--- src/rtl/fetch_ctrl.sv ---
// Instruction-fetch sequencer: optional boot-time program load over a valid/ready
// stream, then sequential fetch with decode stall, branch redirect and end-of-memory halt.
module fetch_ctrl #(
  parameter int                    ADDR_W    = 8,
  parameter int                    INSTR_W   = 16,
  parameter int                    MEM_DEPTH = 64,
  parameter logic [INSTR_W-1:0]    NOP_WORD  = 16'h04A0
) (
  input  logic               clk,
  input  logic               reset,
  input  logic               boot_mode,
  input  logic               ld_valid,
  input  logic [INSTR_W-1:0] ld_data,
  input  logic               ld_last,
  output logic               ld_ready,
  output logic [ADDR_W-1:0]  mem_adr,
  output logic               mem_wr_en,
  output logic [INSTR_W-1:0] mem_wr_data,
  input  logic [INSTR_W-1:0] mem_rd_data,
  input  logic               stall,
  input  logic               br_taken,
  input  logic [ADDR_W-1:0]  br_target,
  output logic [INSTR_W-1:0] if_instr,
  output logic [ADDR_W-1:0]  if_pc,
  output logic               if_valid,
  output logic               halted
);

  typedef enum logic [1:0] {
    IDLE,
    LOAD,
    RUN,
    HALT
  } state_t;

  localparam logic [ADDR_W-1:0] LAST_ADR = ADDR_W'(MEM_DEPTH - 1);

  state_t            state;
  state_t            state_next;
  logic [ADDR_W-1:0] pc;
  logic [ADDR_W-1:0] ld_ptr;

  logic ld_accept;
  logic ld_done;
  logic br_in_range;
  logic at_last;

  assign ld_accept   = ld_valid & ld_ready;
  assign ld_done     = ld_accept & (ld_last | (ld_ptr == LAST_ADR));
  assign br_in_range = (br_target <= LAST_ADR);
  assign at_last     = (pc == LAST_ADR);

  // NOTE: sequential state is updated only with non-blocking assignments so every
  // register samples the pre-edge values of its neighbours.
  always_ff @(posedge clk) begin
    if (reset) begin
      state <= IDLE;
    end else begin
      state <= state_next;
    end
  end

  // NOTE: every combinational output gets a default before the case so that no
  // path leaves it unassigned and a latch is never inferred.
  always_comb begin
    state_next = state;
    case (state)
      IDLE: state_next = boot_mode ? LOAD : RUN;
      LOAD: if (ld_done) state_next = RUN;
      RUN: begin
        if (br_taken) begin
          state_next = br_in_range ? RUN : HALT;
        end else if (!stall && at_last) begin
          state_next = HALT;
        end
      end
      HALT: if (br_taken && br_in_range) state_next = RUN;
      default: state_next = IDLE;
    endcase
  end

  // The load handshake is gated by reset so a host cannot push a word while the
  // sequencer is being pulled back to IDLE.
  always_comb begin
    ld_ready    = 1'b0;
    mem_wr_en   = 1'b0;
    mem_wr_data = ld_data;
    mem_adr     = pc;
    if (state == LOAD) begin
      ld_ready  = ~reset;
      mem_adr   = ld_ptr;
      mem_wr_en = ld_valid & ~reset;
    end
  end

  always_ff @(posedge clk) begin
    if (reset) begin
      pc       <= '0;
      ld_ptr   <= '0;
      if_instr <= NOP_WORD;
      if_pc    <= '0;
      if_valid <= 1'b0;
      halted   <= 1'b0;
    end else begin
      halted <= (state_next == HALT);
      case (state)
        IDLE: begin
          pc     <= '0;
          ld_ptr <= '0;
        end
        LOAD: begin
          if_valid <= 1'b0;
          if (ld_accept) ld_ptr <= ld_ptr + 1'b1;
          if (ld_done)   pc     <= '0;
        end
        RUN: begin
          if (br_taken) begin
            if_instr <= NOP_WORD;
            if_valid <= 1'b0;
            pc       <= br_target;
          end else if (!stall) begin
            if_instr <= mem_rd_data;
            if_pc    <= pc;
            if_valid <= 1'b1;
            if (!at_last) pc <= pc + 1'b1;
          end
        end
        HALT: begin
          // The final fetched word is delivered once, then the slot drains to a bubble.
          if (br_taken) begin
            if_instr <= NOP_WORD;
            if_valid <= 1'b0;
            if (br_in_range) pc <= br_target;
          end else if (!stall) begin
            if_instr <= NOP_WORD;
            if_valid <= 1'b0;
          end
        end
        default: ;
      endcase
    end
  end

endmodule

--- config.mk ---
export PLATFORM = sky130hd
export DESIGN_NAME = fetch_ctrl
export DESIGN_NICKNAME = d
export VERILOG_FILES = /design/src/rtl/fetch_ctrl.sv
export SDC_FILE = /design/constraint.sdc
export NUM_CORES = 1
export LEC_CHECK = 0
export ABC_CLOCK_PERIOD_IN_PS = 2100
export BUFFER_PORTS_ARGS = -buffer_cell sky130_fd_sc_hd__buf_4
export CAP_MARGIN = 20
export CORE_ASPECT_RATIO = 1.5
export CORE_MARGIN = 3
export CORE_UTILIZATION = 30
export CTS_BUF_LIST = sky130_fd_sc_hd__clkbuf_8
export CTS_CLUSTER_SIZE = 25
export DETAILED_ROUTE_END_ITERATION = 16
export SLEW_MARGIN = 20
export SYNTH_ARGS = -nofsm -noshare
export SYNTH_HDL_FRONTEND = slang
export SYNTH_SLANG_ARGS = --single-unit
--- constraint.sdc ---
create_clock -name clk -period 2.1 [get_ports clk]
set_input_delay 0.21 -clock clk [delete_from_list [all_inputs] [get_ports clk]]
set_output_delay 0.21 -clock clk [all_outputs]
set_load 0.02 [all_outputs]
==> results of run 1 <==
## where the power goes
group	internal, mW	switching (mW)
Clock	0.232	0.301
Sequential	0.867	0.0345
Combinational	0.164	0.194
## per-stage QoR
stage	hold WS [ns]	util	setup slack, ns	power [mW]
after global routing	0.09094	0.4062	0.01143	1.881
final	0.08869	0.4062	0.06960	1.793
after CTS	0.09680	0.4060	0.05666	1.817
after detailed placement	0.4161	0.3926	0.06507	1.282
after floorplan	0.3096	-	0.1740	1.172
after global placement	0.4104	0.3926	0.1112	1.280
## cell families after synthesis
logic type / Yosys count
simple gates: 83
compound gates: 55
flops: 44
buf+inv: 34
mux: 14
xor+xnor: 12
fa+ha+maj: 2
## state kept, by name (all words and copies together) (netlist names)
register	flops
pc	8
ld_ptr	8
if_valid	1
state	2
if_pc	8
if_instr	16
halted	1
## cell usage in the layout (no fill, tap or decap), drive strengths merged, types with 2 or more instances in the layout
master | Yosys | routed
buf | 19 | 77
dfxtp | 44 | 44
nand2 | 27 | 27
nor2 | 26 | 26
a21oi | 19 | 19
a22oi | 13 | 13
mux2 | 11 | 11
o21ai | 10 | 10
nand3 | 9 | 9
xor2 | 9 | 9
nand2b | 6 | 6
inv | 5 | 6
nor2b | 5 | 5
clkbuf | 10 | 5
o32ai | 4 | 4
and3 | 3 | 3
o22ai | 3 | 3
nand4 | 3 | 3
xnor2 | 3 | 3
mux2i | 3 | 3
a211oi | 2 | 2
ha | 2 | 2
## synth_stat cells (2+ instances only)
library cell and count:
xor2_1 9, mux2_4 3, nand3_1 9, clkbuf_1 10
nor2b_1 5, a21oi_1 18, o21ai_0 9, nor2_1 26
a22oi_1 13, and3_1 3, o32ai_1 4, mux2i_1 3
xnor2_1 3, inv_1 5, nand2b_1 6, nand4_1 3
nand2_1 27, dfxtp_1 44, ha_1 2, o22ai_1 3
a211oi_1 2, buf_4 17, mux2_2 8
## final cells by class
class                   count  area, µm²  area share
repair buffers             77      578.1      0.2135
clock inverters             3      20.02    0.007394
well taps                  76      95.09     0.03512
inverters                   5      18.77    0.006932
clock buffers               5      68.82     0.02542
flip-flops and latches     44      882.1      0.3258
multi-input cells         166       1045      0.3859
## layer usage
layer / up-vias / share of wire / routed length, µm / track usage
li1: 944 / - / - / -
met5: - / 0 / 0 / 0
met2: 56 / 0.50 / 2785 / 0.2465
met1: 837 / 0.40 / 2222 / 0.1638
met4: 0 / 0.010 / 56 / 0.03562
met3: 7 / 0.082 / 454 / 0.05258
## worst max-delay path by stage
stage | from | to | depth (start not counted)
after floorplan | pc[1]$_SDFFE_PP0P_ | pc[4]$_SDFFE_PP0P_ | 5
after global placement | pc[3]$_SDFFE_PP0P_ | pc[4]$_SDFFE_PP0P_ | 5
after detailed placement | pc[3]$_SDFFE_PP0P_ | pc[5]$_SDFFE_PP0P_ | 5
after CTS | pc[3]$_SDFFE_PP0P_ | pc[4]$_SDFFE_PP0P_ | 5
after global routing | pc[3]$_SDFFE_PP0P_ | pc[6]$_SDFFE_PP0P_ | 5
final | pc[3]$_SDFFE_PP0P_ | pc[6]$_SDFFE_PP0P_ | 5
## worst max-delay path, delay by kind of cell, from the launching register on
family,cells,cell delay (ns)
AND/OR/NAND/NOR,2,0.72
AO/OA/AOI/OAI,2,0.45
flip-flops,1,0.42
multiplexers,1,0.33
## what timing repair did
action / in CTS / in global routing
endpoints found under the setup margin: 0 / 2
endpoints found under the hold margin: 0 / 0
resized for setup: 0 / 1
==> impl_results.md, run 1 <==
- Status: complete, no violations
- Critical path class: reg2reg
- Post-Synthesis Cells: 244
- Reg2reg start: pc[3]$_SDFFE_PP0P_
- Total number of vias: 1844
- Global-route wire length before repair: 9011 µm
- CTS buffer count: 5
- Worst Hold End: state[1]$_SDFF_PP0_
- Fmax achieved: 492.5 MHz
- Post-DP Area: 2618 µm²
- Synth Flop Type: dfxtp_1
- Synth async-reset ratio: 0
- Final Setup Violations: 0
- Worst-Skew Late Latency: approximately 0.30 ns
- Yosys top cell by area: dfxtp_1
- Post-synth net total: 293
- Ports: 99
- Wire per inst: around 15 µm
- CTS clk-pin slew, worst paths: around 0.090 ns
- Clock Sinks: 44
- Fillers: between 700 and 800
- Critical-path top delay cell: or4b_4
- Post-synthesis mux area share: 0.07797
- Final Cell Area: between 2000 and 3000 µm²
- Routed wire length: 5518 µm
- Post-Synth Simple-Gate Area: 0.1813
- Fin cells: between 300 and 400
- Final nets: 348
- Yosys cell types: 35
- Startpoint types: register
- CP cell instances: nand4_1, or4b_4, o311ai_4, a21oi_2, mux2_4
- Area share of fa/ha/maj cells after synthesis: 0.01181
- Pwr per Cell Area: approximately 660 nW/µm²
- Synth Area in Compound Gates: 0.1725
- Layout cell share with drive strength beyond 1: 0.3333
- Hold_buf cts: 0
- Top post-synthesis cells by area: dfxtp_1 42%, buf_4 6.0%, nand2_1 4.8%
- Die width: 74.61 µm
- Remaining global-route overflow: 0
- WHS Path Cells: 2
- Synthesized cell area: around 2100 µm²
- Crit-path max FO: 8
- Post-route clock skew: 0.01207 ns
- Sequential share of the synthesized area: 0.4158
- Area grow syn2layout: 27.82%
- Chip height: 108.9 µm
- First drt pass iteration count: 4
- Largest family of logic cells by synthesized area: simple AND/OR/NAND/NOR gates
- Final period util: 0.9669
- Synth warn: 0
- Hold_sp: boot_mode
- RePlAce Congestion: about 0.79
- Mapped Avg Cell Area: 8.681 µm²
- Post-synthesis xor/xnor area fraction: 0.04962
- Clock period minus worst slack: 2.030 ns
- Flops & latches, synth: 44
- Die ar.: between 8000 and 9000 µm²
- Max-slew violation count: 0
- Leakage power total: around 1.1 nW
- Post-synth EDFFs: 0
- Tightest Pin Transition: 0.5497 ns
- Post-route setup TNS: 0 ns
- Initial Util: 0.3178
- DR DRC count: 0
- Post-route ant nets: 0
- Core box area: 6666 µm²
- H-tree levels: 2
- Post-Place Cells: 368
- Hold crit path type: in2reg
- All-Layer GR Usage: 0.1427
- Initial antenna violation count: 0
- Worst R2R End: pc[6]$_SDFFE_PP0P_
- DR vias/cell: 4.904
- Unrepaired setup endpoints after global routing: false
- Iter 0 DRT Violations: 57
- FF-to-FF setup slack: 0.07 ns
- FP Rows: 36
- Synth top area share: 0.4158
- IO Port Bufs: 66
- Clock Tree Buf Depth: 2
- Post-DP HPWL: ~4200 µm
- CTS tree: done
- Worst VDD drop: approximately 460 µV
- Final hold violations: 0
- Max cap viols: 0
- CP max stage delay: 0.56 ns
- Crit end category: register
- Relative slew margins: 0.6336
- Crit path arrival time: 2.21 ns
- Largest net degree at the start of global routing: 37
- Vias in the first global route: between 1500 and 2000
- CTS root buffer: clkbuf_8
- Post-CTS Setup Bufs: 0
- WP data required: 2.28 ns
- Worst Reg-to-Reg Cells: 5
- Ant. Diodes: 0
Power figures use the tool's default switching activity.
==> run 2, diff against run 1 <==
--- a/config.mk
+++ b/config.mk
@@ -5,6 +5,7 @@
 export SDC_FILE = /design/constraint.sdc
 export NUM_CORES = 1
 export LEC_CHECK = 0
+export ABC_AREA = 1
 export ABC_CLOCK_PERIOD_IN_PS = 2100
 export BUFFER_PORTS_ARGS = -buffer_cell sky130_fd_sc_hd__buf_4
 export CAP_MARGIN = 20
==> impl_results.md, run 2 <==
- Area grow syn2layout: 23.00%
- Final period util: 0.9187
- All-Layer GR Usage: 0.1474
- CTS root buffer: clkbuf_8
- Die width: 77.43 µm
- Synth Flop Type: dfxtp_1
- Leakage power total: between 1 and 1.5 nW
- Post-Synthesis Cells: 341
- Yosys cell types: 30
- DR DRC count: 0
- First drt pass iteration count: 4
- FP Rows: 38
- Clock Tree Buf Depth: 2
- Critical path class: reg2out
- IO Port Bufs: 66
- Post-synth net total: 390
- Post-synth EDFFs: 0
- Synth warn: 0
- Remaining global-route overflow: 0
- Routed wire length: between 6000 and 7000 µm
- Most frequent cells after synthesis: 103 x nand2_1, 44 x dfxtp_1, 34 x inv_1
- Flops & latches, synth: 44
- Iter 0 DRT Violations: roughly 110
- Unrepaired setup endpoints after global routing: false
- Hold crit path type: in2reg
- Die ar.: around 9000 µm²
- Post-CTS Setup Bufs: 0
- Synth async-reset ratio: 0
- Chip height: between 100 and 150 µm
- Fillers: 821
- Sequential share of the synthesized area: 0.3837
- Max-slew violation count: 0
- Top reg by flops: if_instr
- Most frequent cells in the layout: 103 x nand2_1, 67 x buf_4, 44 x dfxtp_1
- Vias in the first global route: 2144
- Final Setup Violations: 0
- Layout cell share with drive strength beyond 1: 0.2154
- Final Cell Area: 2824 µm²
- Synth top area share: 0.3837
- Startpoint types: register
- Post-route ant nets: 0
- Yosys top cell by area: dfxtp_1
- Worst VDD drop: 367.6 µV
- Top post-synthesis cells by area: dfxtp_1 38%, nand2_1 17%, a21oi_1 7.2%
- CTS tree: done
- Clock Sinks: 44
- Global-route wire length before repair: slightly above 10000 µm
- Clock period minus worst slack: ~1.9 ns
- DR vias/cell: around 4.5
- Fmax achieved: 518.3 MHz
- Fin cells: just under 500
- Ant. Diodes: 0
- Core box area: 7322 µm²
- Initial antenna violation count: 0
- Post-route clock skew: 0.005730 ns
- Wire per inst: 12.85 µm
- Worst-Skew Late Latency: 0.30 ns
- Post-route setup TNS: 0 ns
- Crit path arrival time: 1.72 ns
- CTS clk-pin slew, worst paths: 0.08 ns
- Total number of vias: 2206
- Relative slew margins: 0.5581
- Ports: 99
- Mapped Avg Cell Area: 6.733 µm²
- Most frequent cell after synthesis: nand2_1
- Post-Place Cells: approximately 480
- Synthesized cell area: 2296 µm²
- CTS buffer count: 5
- Initial Util: 0.3136
- Number of flip-flops in the largest register: 16
- FF-to-FF setup slack: 0.26 ns
- RePlAce Congestion: 0.9013
- Largest net degree at the start of global routing: 29
- Pwr per Cell Area: 706.7 nW/µm²
- Tightest Pin Transition: approximately 0.66 ns
- Crit-path max FO: 16
- Crit end category: output port
- Status: complete, no violations
- Final hold violations: 0
- H-tree levels: 2
- WP data required: around 1.9 ns
- Max cap viols: 0
- Post-DP HPWL: between 4000 and 5000 µm
- Final nets: approximately 440
- Post-DP Area: 2733 µm²
- Most common cell after layout, fill and taps aside: nand2_1
[run 2: cell types whose count changed after synthesis, sizes merged, moves of 5 or more]
cell,previous run,this run
a21oi,19,33
inv,5,37
nand2,27,108
a22oi,13,0
nor2b,5,0
o21ai,10,22
xor2,9,2
mux2,11,0
nor3,1,6
buf,19,24
nand2b,6,0
clkbuf,10,2
nor2,26,35
[run 2: kinds of logic (layout without fill, tap and decap cells)]
group,Yosys count,in the layout,share of synthesized area
DFF,44,44,0.3836
AOI/OAI and AO/OA,59,59,0.1313
xor gates and xnor gates,3,3,0.01145
and+or+nand+nor,170,170,0.3177
adders and majority gates,2,2,0.01090
buffers and inverters,63,112,0.1450
[run 2: metrics by stage]
step / hold slack, ns / utilization / power [mW] / worst slack [ns]
detailed placement: 0.4201 / 0.3732 / 1.463 / 0.2370
finish: 0.1229 / 0.3857 / 1.996 / 0.1707
floorplan: 0.3393 / - / 1.327 / 0.6388
CTS: 0.1171 / 0.3855 / 2.021 / 0.1736
global route: 0.1237 / 0.3857 / 2.118 / 0.04641
global placement: 0.4201 / 0.3732 / 1.458 / 0.2748
[run 2: layer usage]
metal / wire (µm) / global-route usage
met5: 0 / 0
met3: 296 / 0.02389
met4: 149 / 0.06532
met2: 3325 / 0.2608
met1: 2527 / 0.1735
[run 2: final timing paths]
| kind | startpoint | end | depth (start not counted) |
|---|---|---|---|
| min | mem_rd_data[7] | if_instr[7]$_SDFFE_PP1P_ | 3 |
| min reg2reg | if_instr[12]$_SDFFE_PP0P_ | if_instr[12]$_SDFFE_PP0P_ | 2 |
| max | state[1]$_SDFF_PP0_ | mem_adr[2] | 5 |
| max reg2reg | state[1]$_SDFF_PP0_ | if_pc[4]$_SDFFE_PP0P_ | 8 |
[run 2: layout make-up]
cell class                      count  area, µm²  area share
Multi-Input combinational cell    234       1082      0.3833
Sequential cell                    44      880.8      0.3119
Timing Repair Buffer               67      503.0      0.1781
Inverter                           37      142.6     0.05051
Tap cell                          100      125.1     0.04431
Clock buffer                        6      82.58     0.02924
Clock inverter                      2      7.507    0.002658
[run 2: what timing repair did]
| action | in CTS | in global routing |
|---|---|---|
| hold buffers | 0 | 0 |
| hold endpoints to repair | 0 | 0 |
| gates resized for setup | 0 | 1 |
| endpoints found under the setup margin | 0 | 2 |
[run 2: critical path, stage by stage (launching register included)]
cell and delay, ns:
dfxtp_1 0.55, inv_4 0.09, nand2_4 0.18, inv_1 0.16, o21ai_0 0.24, buf_4 0.19
[run 2: where the power goes]
part | leakage [nW] | switching [mW] | total (mW) | internal (mW)
Sequential | 0.358 | 0.0556 | 0.939 | 0.884
Clock | 0.0538 | 0.295 | 0.555 | 0.259
Combinational | 0.916 | 0.311 | 0.502 | 0.190
Total | 1.33 | 0.662 | 2.00 | 1.33
